**config.mk**
```make
export PLATFORM = sky130hd
export DESIGN_NAME = pipe_stage_skid
export DESIGN_NICKNAME = d
export VERILOG_FILES = /design/src/rtl/pipe_stage_skid.sv
export SDC_FILE = /design/constraint.sdc
export NUM_CORES = 1
export LEC_CHECK = 0
export ABC_AREA = 1
export CELL_PAD_IN_SITES_DETAIL_PLACEMENT = 1
export CELL_PAD_IN_SITES_GLOBAL_PLACEMENT = 1
export CORE_AREA = 3 3 238 170
export CTS_CLUSTER_DIAMETER = 80
export DETAILED_ROUTE_END_ITERATION = 16
export DIE_AREA = 0 0 241 173
export HOLD_SLACK_MARGIN = 0.15
export PLACE_DENSITY = 0.89
export REMOVE_ABC_BUFFERS = 1
export SLEW_MARGIN = 40
export SYNTH_ARGS = -nofsm -noshare
export SYNTH_HDL_FRONTEND = slang
export SYNTH_SLANG_ARGS = --single-unit
```
**constraint.sdc**
```tcl
create_clock -name clk -period 3.9 [get_ports clk]
set_input_delay 0.78 -clock clk [delete_from_list [all_inputs] [get_ports clk]]
set_output_delay 0.78 -clock clk [all_outputs]
set_load 0.005 [all_outputs]
```
**src/rtl/pipe_stage_skid.sv**
```systemverilog
// Width-configurable pipeline stage with valid/ready on both sides and a
// one-beat skid register, so in_ready comes only from registered state.
module pipe_stage_skid #(
   parameter int unsigned       DATA_W    = 160,
   parameter logic [DATA_W-1:0] RESET_VAL = '0,
   parameter int unsigned       CNT_W     = 32
) (
   input  logic              clk,
   input  logic              rst,
   input  logic              flush,
   input  logic              in_valid,
   output logic              in_ready,
   input  logic [DATA_W-1:0] in_data,
   output logic              out_valid,
   input  logic              out_ready,
   output logic [DATA_W-1:0] out_data,
   output logic [1:0]        occupancy,
   output logic [CNT_W-1:0]  stall_cnt
);

   // Encoding equals the number of held beats, so occupancy is the state.
   typedef enum logic [1:0] {
      EMPTY = 2'd0,
      ONE   = 2'd1,
      TWO   = 2'd2
   } stateT;

   stateT             stateReg;
   stateT             stateNext;
   logic [DATA_W-1:0] mainData;
   logic [DATA_W-1:0] skidData;
   logic [CNT_W-1:0]  stallCnt;
   logic              mainValid;
   logic              skidValid;
   logic              inFire;
   logic              outFire;
   logic              loadMainIn;
   logic              loadMainSkid;
   logic              loadSkid;

   assign mainValid = (stateReg != EMPTY);
   assign skidValid = (stateReg == TWO);
   assign in_ready  = rst & ~skidValid;
   assign inFire    = in_valid & in_ready;
   assign outFire   = mainValid & out_ready;

   assign out_valid = mainValid;
   assign out_data  = mainData;
   assign occupancy = stateReg;
   assign stall_cnt = stallCnt;

   always_comb begin
      stateNext    = stateReg;
      loadMainIn   = 1'b0;
      loadMainSkid = 1'b0;
      loadSkid     = 1'b0;
      case (stateReg)
         EMPTY: begin
            if (inFire) begin
               stateNext  = ONE;
               loadMainIn = 1'b1;
            end
         end
         ONE: begin
            if (inFire && outFire) begin
               loadMainIn = 1'b1;
            end else if (inFire) begin
               stateNext = TWO;
               loadSkid  = 1'b1;
            end else if (outFire) begin
               stateNext = EMPTY;
            end
         end
         TWO: begin
            if (outFire) begin
               stateNext    = ONE;
               loadMainSkid = 1'b1;
            end
         end
         default: stateNext = EMPTY;
      endcase
      // Flush drops everything held plus any beat offered this cycle.
      if (flush) begin
         stateNext    = EMPTY;
         loadMainIn   = 1'b0;
         loadMainSkid = 1'b0;
         loadSkid     = 1'b0;
      end
   end

   always_ff @(posedge clk or negedge rst) begin
      if (!rst) begin
         stateReg <= EMPTY;
      end else begin
         stateReg <= stateNext;
      end
   end

   always_ff @(posedge clk or negedge rst) begin
      if (!rst) begin
         mainData <= RESET_VAL;
         skidData <= '0;
      end else begin
         if (loadMainIn) begin
            mainData <= in_data;
         end else if (loadMainSkid) begin
            mainData <= skidData;
         end
         if (loadSkid) begin
            skidData <= in_data;
         end
      end
   end

   always_ff @(posedge clk or negedge rst) begin
      if (!rst) begin
         stallCnt <= '0;
      end else if (mainValid && !out_ready && (stallCnt != {CNT_W{1'b1}})) begin
         stallCnt <= stallCnt + 1'b1;
      end
   end

endmodule
```
# Word-level counts from Yosys, hierarchy flattened
# Cells that the tools add are included.
classes:
  reduce_logical: 8
  muxes: 19
  bitwise_logic: 4
  addsub: 1
  eq_ne: 7
op_table:
  columns: ["cell", "n"]
  rows:
  - ["$mux 160", 2]
  - ["$add 32x1->32 const B", 1]
  - ["$ne 32x32->1 const B", 1]
  - ["$mux 2", 6]
  - ["$mux 1", 9]
  - ["$ne 3x3->1 const B", 2]
  - ["$pmux 2 s3", 1]
  - ["$ne 4x4->1 const B", 1]
  - ["$reduce_and 4->1", 1]
  - ["$reduce_bool 2->1", 2]
  - ["$and 1x1->1", 3]
  - ["$logic_and 1x1->1", 3]
  - ["$ne 3x2->1 const B", 1]
  - ["$eq 2x1->1 const B", 1]
  - ["$eq 2x2->1 const B", 1]
  - ["$logic_not 2->1", 1]
  - ["$pmux 1 s2", 1]
  - ["$logic_not 1->1", 1]
  - ["$not 1->1", 1]
word_totals:
  ff_bits: 354
  wordCells: 43

# Depth between registers and ports, before layout
# Gate-level depths: netlist (run 1).
logic_depth:
  word_depth: 9
  depth_mapped: 11
  ltp_nobuf: 10

# Least setup slack after synthesis (run 1)
# OpenSTA, ideal clock, no wires.
synth_path:
  path_kind: "input to register"
  start: "input out_ready"
  end: "register mainData[100] (netlist: out_data[100])"
  arrival_time_ns: 1.797
  path_stages: 8
  setup_ns: 0.065
  t_required_ns: 3.835
  path_slack_ns: 2.038
  n_path_buf: 3
  path_cell_list: "buf_2 > o21ai_1 > nor2_4 > nor2_4 > buf_4 > buf_2 > nand2_1 > nand2_1"
synth_between:
  elab_chain_len: 6
  elab_cells_between_ends: 10
synth_rtl:
  columns: ["element", "line_no", "text"]
  rows:
  - ["start: declaration", "15", "input logic out_ready,"]
  - ["$and 1x1->1 *", "45", "assign outFire = mainValid & out_ready;"]
  - ["$logic_and 1x1->1", "65", "if (inFire && outFire) begin"]
  - ["$mux 1", "65", null]
  - ["$pmux 1 s2", "57", "case (stateReg)"]
  - ["$mux 1", "83", "if (flush) begin"]
  - ["$mux 160 or $reduce_bool 2->1 (tied branches)", null, null]
  - ["end signal: assignment", "105", "mainData <= in_data;"]
  - ["end signal: assignment", "107", "mainData <= skidData;"]
  - ["end: declaration", "30", "logic [DATA_W-1:0] mainData;"]
# Mark *: on every way between the ends. The rest lies on a longest branch, timed or not.
# A chain may end at the register's enable or synchronous reset.

# Worst setup path after layout (run 1)
layout_path:
  start: "input rst"
  end: "output in_ready"
layout_between:
  elab_chain_len: 1
layout_rtl:
  columns: ["element", "line_no", "text"]
  rows:
  - ["start: declaration", "9", "input logic rst,"]
  - ["$and 1x1->1", "43", "assign in_ready = rst & ~skidValid;"]
  - ["end: declaration", "12", "output logic in_ready,"]
# Every way passes these cells.

==> results of run 1 <==
-- critical path: stages --
cell and delay (ps):
buf_8 280, a21boi_0 240, clkdlybuf4s50_1 530
-- layout by cell type, fill, tap and decap left out, types with 7 or more instances in the layout --
cell type,instances
nand2_1,830
clkbuf_1,7
dfrtp_1,354
inv_1,33
xor2_1,7
a22oi_1,160
nand4_1,7
nand3_1,178
nor2_1,54
clkdlybuf4s50_1,359
clkbuf_16,37
buf_4,11
-- layer usage --
metal  wire length [um]  global-route usage, %  vias to the layer above
li1                   -                      -                     6370
met1              23300                   35.1                     7356
met2              27000                   43.8                      484
met3               3220                   4.83                      112
met4               1700                   8.63                        0
met5                  0                      0                        -
-- power by group through the flow --
stage / clock [uW] / sequential (uW) / combinational, uW
final: 3620 / 5290 / 2390
after global routing: 3870 / 5390 / 2650
after CTS: 3700 / 5280 / 2410
after detailed placement: 0 / 5300 / 2380
after global placement: 0 / 5240 / 2220
after floorplan: 0 / 5150 / 870
-- per-stage QoR --
stage	instance area (um2)	instances	setup slack [ps]	power, uW
2_1_floorplan	14700	1655	-1400	6020
3_3_place_gp	19200	2531	1040	7470
3_5_place_dp	19200	2531	923	7690
4_1_cts	20400	2595	1220	11400
5_1_grt	20500	2600	1170	11900
6_report	20500	2601	1260	11300
-- synth_stat cells (all sizes together) --
master    n
nand3   179
xor2      7
nor2     62
a31oi     1
buf      62
inv      36
clkbuf   46
xnor2     6
a21boi    1
ha        1
o21ai     7
a22oi   160
nand4     7
nand2   833
dfrtp   354
nand3b    1
-- worst paths after layout --
check                                    startpoint                   endpoint  slack [ps]  cells past startpoint
max in group asynchronous                       rst  skidData[157]$_DFFE_PN0P_        2080                      4
min in group clk           skidData[84]$_DFFE_PN0P_   skidData[84]$_DFFE_PN0P_         470                      2
min                                             rst   out_data[78]$_DFFE_PN0P_         170                      1
max reg2reg                stall_cnt[1]$_DFFE_PN0P_   stall_cnt[5]$_DFFE_PN0P_        1630                     10
max                                             rst                   in_ready        1260                      3
min reg2reg                skidData[84]$_DFFE_PN0P_   skidData[84]$_DFFE_PN0P_         470                      2
-- cell families after synthesis --
group / share of synthesized area [%]
flip-flops: 58.1
adder cells (fa/ha/maj): 0.0821
XOR/XNOR: 0.747
AND/OR/NAND/NOR: 28.6
buffers and inverters: 4.28
AO/OA/AOI/OAI: 8.20
-- state kept, by name, summed over array words and instances, names as in the netlist --
name and count:
out_data 160, stall_cnt 32, occupancy 2, skidData 160
-- layout make-up --
| class | count | area share, % |
|---|---|---|
| inverters | 36 | 0.673 |
| repair buffers | 381 | 18.9 |
| multi-input cells | 1265 | 28.1 |
| flip-flops and latches | 354 | 43.3 |
| clock buffers | 50 | 5.06 |
| diodes | 5 | 0.0612 |
| well taps | 496 | 3.03 |
| clock inverters | 14 | 0.899 |
==> results.ini, run 1 <==
[logic_synthesis]
ys_types=25
synth_seq_cells=354
synth_area_um2=15200
synth.yosys.seq_area_share_pct=58.1
synth_top_area_cell=dfrtp_1
netlist_top_cells_area=dfrtp_1 58%, nand2_1 20%, a22oi_1 7.9%, nand3_1 5.8%, buf_2 1.5%
yosysTopAreaCellShare_pct=58.1
ys_warn_count=0
synthCells=1763
avgSynthCellArea_um2=8.65

[timing]
finalMaxSlewViolations=0
totalNegativeSetupSlack_ps=0
finClkSkew_ps=14.1
max_slew.worst_pin.slew_ps=860
fin_crit_sh_pct=67.8
rsz0062_at_grt=false
min_period_ps=2640
relSlewSlack_pct=42.6
whs_ps=165
finalHoldViolations=0
setup_viol_count_final=0
clock.fmax_ghz=0.378

[cells_and_area]
multi_input_area_um2=5740
area_growth_pct=34.2
num-fill-cells=4395
seq_area_um2=8860
fin_util_pct=53.4
fin_nets=2241
drive_above_1_share_pct=4.48

[placed_design]
gp_congestion=0.885
dpl.hpwl_um=36100
io_buffers=360

[worst_setup_path]
end_kind=output pin
critPathLaunchType=input pin
arrival_ps=1860
worst-path-max-fanout=40
cp.required_ps=3120
critPathKind=in -> out

[die]
die_h_um=173
ios=361
coreArea_um2=38300
initial_utilization_pct=39.8
rows=60
dieArea_um2=41700
chipWidth_um=241

[power]
p_int_uw=8000
ir_drop_mv=0.323
combPwrFrac_pct=21.1
swShare_pct=29.2
p_per_area_nw_per_um2=552
seqPwrFrac_pct=46.8
p_leak_uw=0.00999
p_sw_uw=3300
clkPwrFrac_pct=32.1

[global_routing]
grt_start_max_net_pins=162
grt_pass1_wl_um=88700
grt_usage_pct=26.4
grt_pass1_vias=15600
grt.overflow.total=0
antenna_found_initial=4

[clock_network]
clockRootBuffer=clkbuf_16
numCtsBuffers=37
path_clk_slew_ps=60
cts_setup_buffers=0
clockBufferDepth=3
cts_sinks=354
clock_latency_ps=520
hold_buffers=0
cts_resized=0
cts.htree.levels=2
cts_tree=yes

[detailed_routing]
avgRoutedWirePerCell_um=21.2
drtPass1Iterations=5
vias=14300
vias_per_cell=5.51
drt_iter0_drc=1182
drc=0
drt_wl_total_um=55300
antenna_left=0

[min_path]
hp-class=in -> async

[outcome]
status=finished, final reports clean

[flow_run]
drv_cap=0

Power figures use the tool's default switching activity.
==> run 2, diff against run 1 <==
--- a/config.mk
+++ b/config.mk
@@ -8,12 +8,12 @@
 export ABC_AREA = 1
 export CELL_PAD_IN_SITES_DETAIL_PLACEMENT = 1
 export CELL_PAD_IN_SITES_GLOBAL_PLACEMENT = 1
-export CORE_AREA = 3 3 238 170
+export CORE_AREA = 3 3 261 186
 export CTS_CLUSTER_DIAMETER = 80
 export DETAILED_ROUTE_END_ITERATION = 16
-export DIE_AREA = 0 0 241 173
+export DIE_AREA = 0 0 264 189
 export HOLD_SLACK_MARGIN = 0.15
-export PLACE_DENSITY = 0.89
+export PLACE_DENSITY = 0.79
 export REMOVE_ABC_BUFFERS = 1
 export SLEW_MARGIN = 40
 export SYNTH_ARGS = -nofsm -noshare
==> constraint.sdc (replaced) <==
create_clock -name clk -period 2.4 [get_ports clk]
set_input_delay 0.48 -clock clk [delete_from_list [all_inputs] [get_ports clk]]
set_output_delay 0.48 -clock clk [all_outputs]
set_load 0.005 [all_outputs]
==> results.ini, run 2 (synthesis gave the netlist of run 1 again) <==
[outcome]
status=finished, final reports clean  ; unchanged

[placed_design]
io_buffers=360  ; unchanged
placed_area_um2=19800  ; was 19200 um2
dpl.hpwl_um=37600  ; was 36100 um
dp_slack_ps=63.9  ; was 923 ps
gp_congestion=0.918  ; was 0.885
dp.cells=2675  ; was 2531

[flow_run]
drv_cap=0  ; unchanged

[clock_network]
clockRootBuffer=clkbuf_16  ; unchanged
cts_sinks=354  ; unchanged
cts_tree=yes  ; unchanged
numCtsBuffers=39  ; was 37
path_clk_slew_ps=60  ; about the same
cts.htree.levels=2  ; unchanged
cts_setup_buffers=0  ; unchanged
clock_latency_ps=540  ; was 520 ps
clockBufferDepth=3  ; unchanged

[cells_and_area]
seq_area_um2=8860  ; about the same
area_growth_pct=38.2  ; was 34.2%
fin_area_um2=21100  ; was 20500 um2
multi_input_area_um2=5750  ; was 5740 um2
fin_nets=2271  ; was 2241
final_common_cell=nand2_1  ; unchanged
drive_above_1_share_pct=5.87  ; was 4.48%
num-fill-cells=5310  ; was 4395
final_cells=2745  ; was 2601
most-common-layout-cells=830 x nand2_1, 359 x clkdlybuf4s50_1, 353 x dfrtp_1, 178 x nand3_1, 160 x a22oi_1  ; was 830 x nand2_1, 359 x clkdlybuf4s50_1, 354 x dfrtp_1, 178 x nand3_1, 160 x a22oi_1

[timing]
whs_ps=474  ; was 165 ps
rsz0062_at_grt=false  ; unchanged
fin_crit_sh_pct=95.6
finalHoldViolations=0  ; unchanged
finClkSkew_ps=12.4  ; was 14.1 ps
finalMaxSlewViolations=0  ; unchanged
relSlewSlack_pct=64.9  ; was 42.6%
setup_viol_count_final=0  ; unchanged
min_period_ps=2290
max_slew.worst_pin.slew_ps=526  ; was 860 ps
worst_slack_ps=106  ; was 1260 ps
clock.fmax_ghz=0.436

[die]
chipWidth_um=264  ; was 241 um
coreArea_um2=46200  ; was 38300 um2
die_h_um=189  ; was 173 um
ios=361  ; unchanged
dieArea_um2=49900  ; was 41700 um2
rows=66  ; was 60
initial_utilization_pct=33.0  ; was 39.8%

[detailed_routing]
drtPass1Iterations=5  ; unchanged
avgRoutedWirePerCell_um=20.4  ; was 21.2 um
antenna_left=0  ; unchanged
drc=0  ; unchanged
drt_iter0_drc=991  ; was 1182
drt_wl_total_um=56000  ; was 55300 um
vias_per_cell=5.17  ; was 5.51
vias=14200  ; was 14.3k

[worst_setup_path]
worst-path-max-fanout=7  ; was 40
r2r_slack_ps=230  ; was 1630 ps
critPathKind=reg -> out  ; was in -> out
cp_slowest_cell=clkdlybuf4s50_1  ; unchanged
r2r-end=stall_cnt[19]$_DFFE_PN0P_  ; was stall_cnt[5]$_DFFE_PN0P_
cp_cell_sequence=inv_2 > a21boi_0 > clkdlybuf4s50_1  ; was buf_8 > a21boi_0 > clkdlybuf4s50_1
cp.required_ps=1920  ; was 3120 ps
rr_worst_depth=10  ; unchanged
critPathLaunchType=flip-flop  ; was input pin
end_kind=output pin  ; unchanged
rr_startpoint=stall_cnt[1]$_DFFE_PN0P_  ; unchanged
worst_path_largest_cell_delay_ps=560  ; was 530 ps
arrival_ps=1810  ; was 1860 ps

[global_routing]
busiest_layer=met2  ; unchanged
grt_usage_pct=22.2  ; was 26.4%
grt_pass1_vias=15600  ; about the same
grt_start_max_net_pins=103  ; was 162
use_met1_pct=29.9  ; was 35.1%
gr-usage-met2_pct=36.3  ; was 43.8%
grt_util_met3_pct=4.82  ; was 4.83%
grt.overflow.total=0  ; unchanged
antenna_found_initial=4  ; unchanged
grt_pass1_wl_um=89400  ; was 88700 um

[power]
seqPwrFrac_pct=46.1  ; was 46.8%
combPwrFrac_pct=20.8  ; was 21.1%
p_leak_uw=0.0102  ; was 0.00999 uW
swShare_pct=29.2  ; about the same
clkPwrFrac_pct=33.1  ; was 32.1%
p_sw_uw=5450  ; was 3300 uW
power.total_uw=18700  ; was 11300 uW
ir_drop_mv=0.458  ; was 0.323 mV
p_int_uw=13200  ; was 8000 uW
p_per_area_nw_per_um2=887  ; was 552 nW/um2

[min_path]
min_from=skidData[138]$_DFFE_PN0P_
hp-class=reg -> reg  ; was in -> async
hold_depth=2
hold_end=skidData[138]$_DFFE_PN0P_

==> run 2: cell types whose count changed in the layout (fill, tap and decap cells not counted), moves of 2 or more <==
cell / previous run / this run
buf_12: 6 / 18
buf_16: 1 / 3
buf_4: 11 / 27
buf_6: 3 / 0
clkbuf_16: 37 / 39
diode_2: 5 / 2
inv_6: 2 / 5
==> run 2: power by group through the flow <==
stage	Clock [uW]	Combinational (uW)	Sequential, uW
floorplan	0	1410	8370
CTS	6370	3960	8590
global route	6640	4360	8780
detailed placement	0	3930	8640
global placement	0	3680	8570
finish	6200	3880	8610
==> run 2: through the flow <==
step | utilization [%] | TNS (ps)
finish | 45.6 | 0
global route | 45.6 | 0
CTS | 45.6 | 0
detailed placement | 42.7 | 0
global placement | 42.6 | 0
floorplan | - | -789070
==> run 2: repair_timing <==
item / 4_1_cts / 5_1_grt
setup endpoints to repair: 1 / 0
hold buffers: 1 / 0
gates resized for setup: 1 / 0
endpoints found under the hold margin: 101 / 0
==> run 2: final cells by class <==
class / count / share of cell area [%]
Inverter: 36 / 0.665
Multi-Input combinational cell: 1265 / 27.3
Timing Repair Buffer: 409 / 20.2
Clock inverter: 14 / 0.891
Clock buffer: 53 / 5.21
Antenna cell: 2 / 0.0238
Tap cell: 612 / 3.63
Sequential cell: 354 / 42.0
==> run 2: worst max-delay path by stage <==
stage | from | to | slack, ps | cells after the start
floorplan | out_ready | out_data[0]$_DFFE_PN0P_ | -2600 | 5
detailed placement | out_ready | skidData[74]$_DFFE_PN0P_ | 60 | 6
global route | occupancy[0]$_DFFE_PN0P_ | in_ready | 30 | 3
finish | occupancy[0]$_DFFE_PN0P_ | in_ready | 110 | 3
CTS | occupancy[0]$_DFFE_PN0P_ | in_ready | 30 | 3
global placement | out_ready | skidData[64]$_DFFE_PN0P_ | 140 | 6
==> run 2: worst max-delay path: cells and delay by family, from the launching register on <==
kind | cells | cell delay [ps]
buffers and inverters | 2 | 620
flip-flops | 1 | 440
AO/OA/AOI/OAI | 1 | 230
==> run 2: routing by layer <==
metal | vias up | wire length (um) | share of wire [%]
met3 | 94 | 3410 | 6.1
met1 | 7235 | 24700 | 44
met5 | - | 47 | 0.084
met2 | 417 | 26400 | 47
li1 | 6428 | - | -
met4 | 6 | 1420 | 2.5
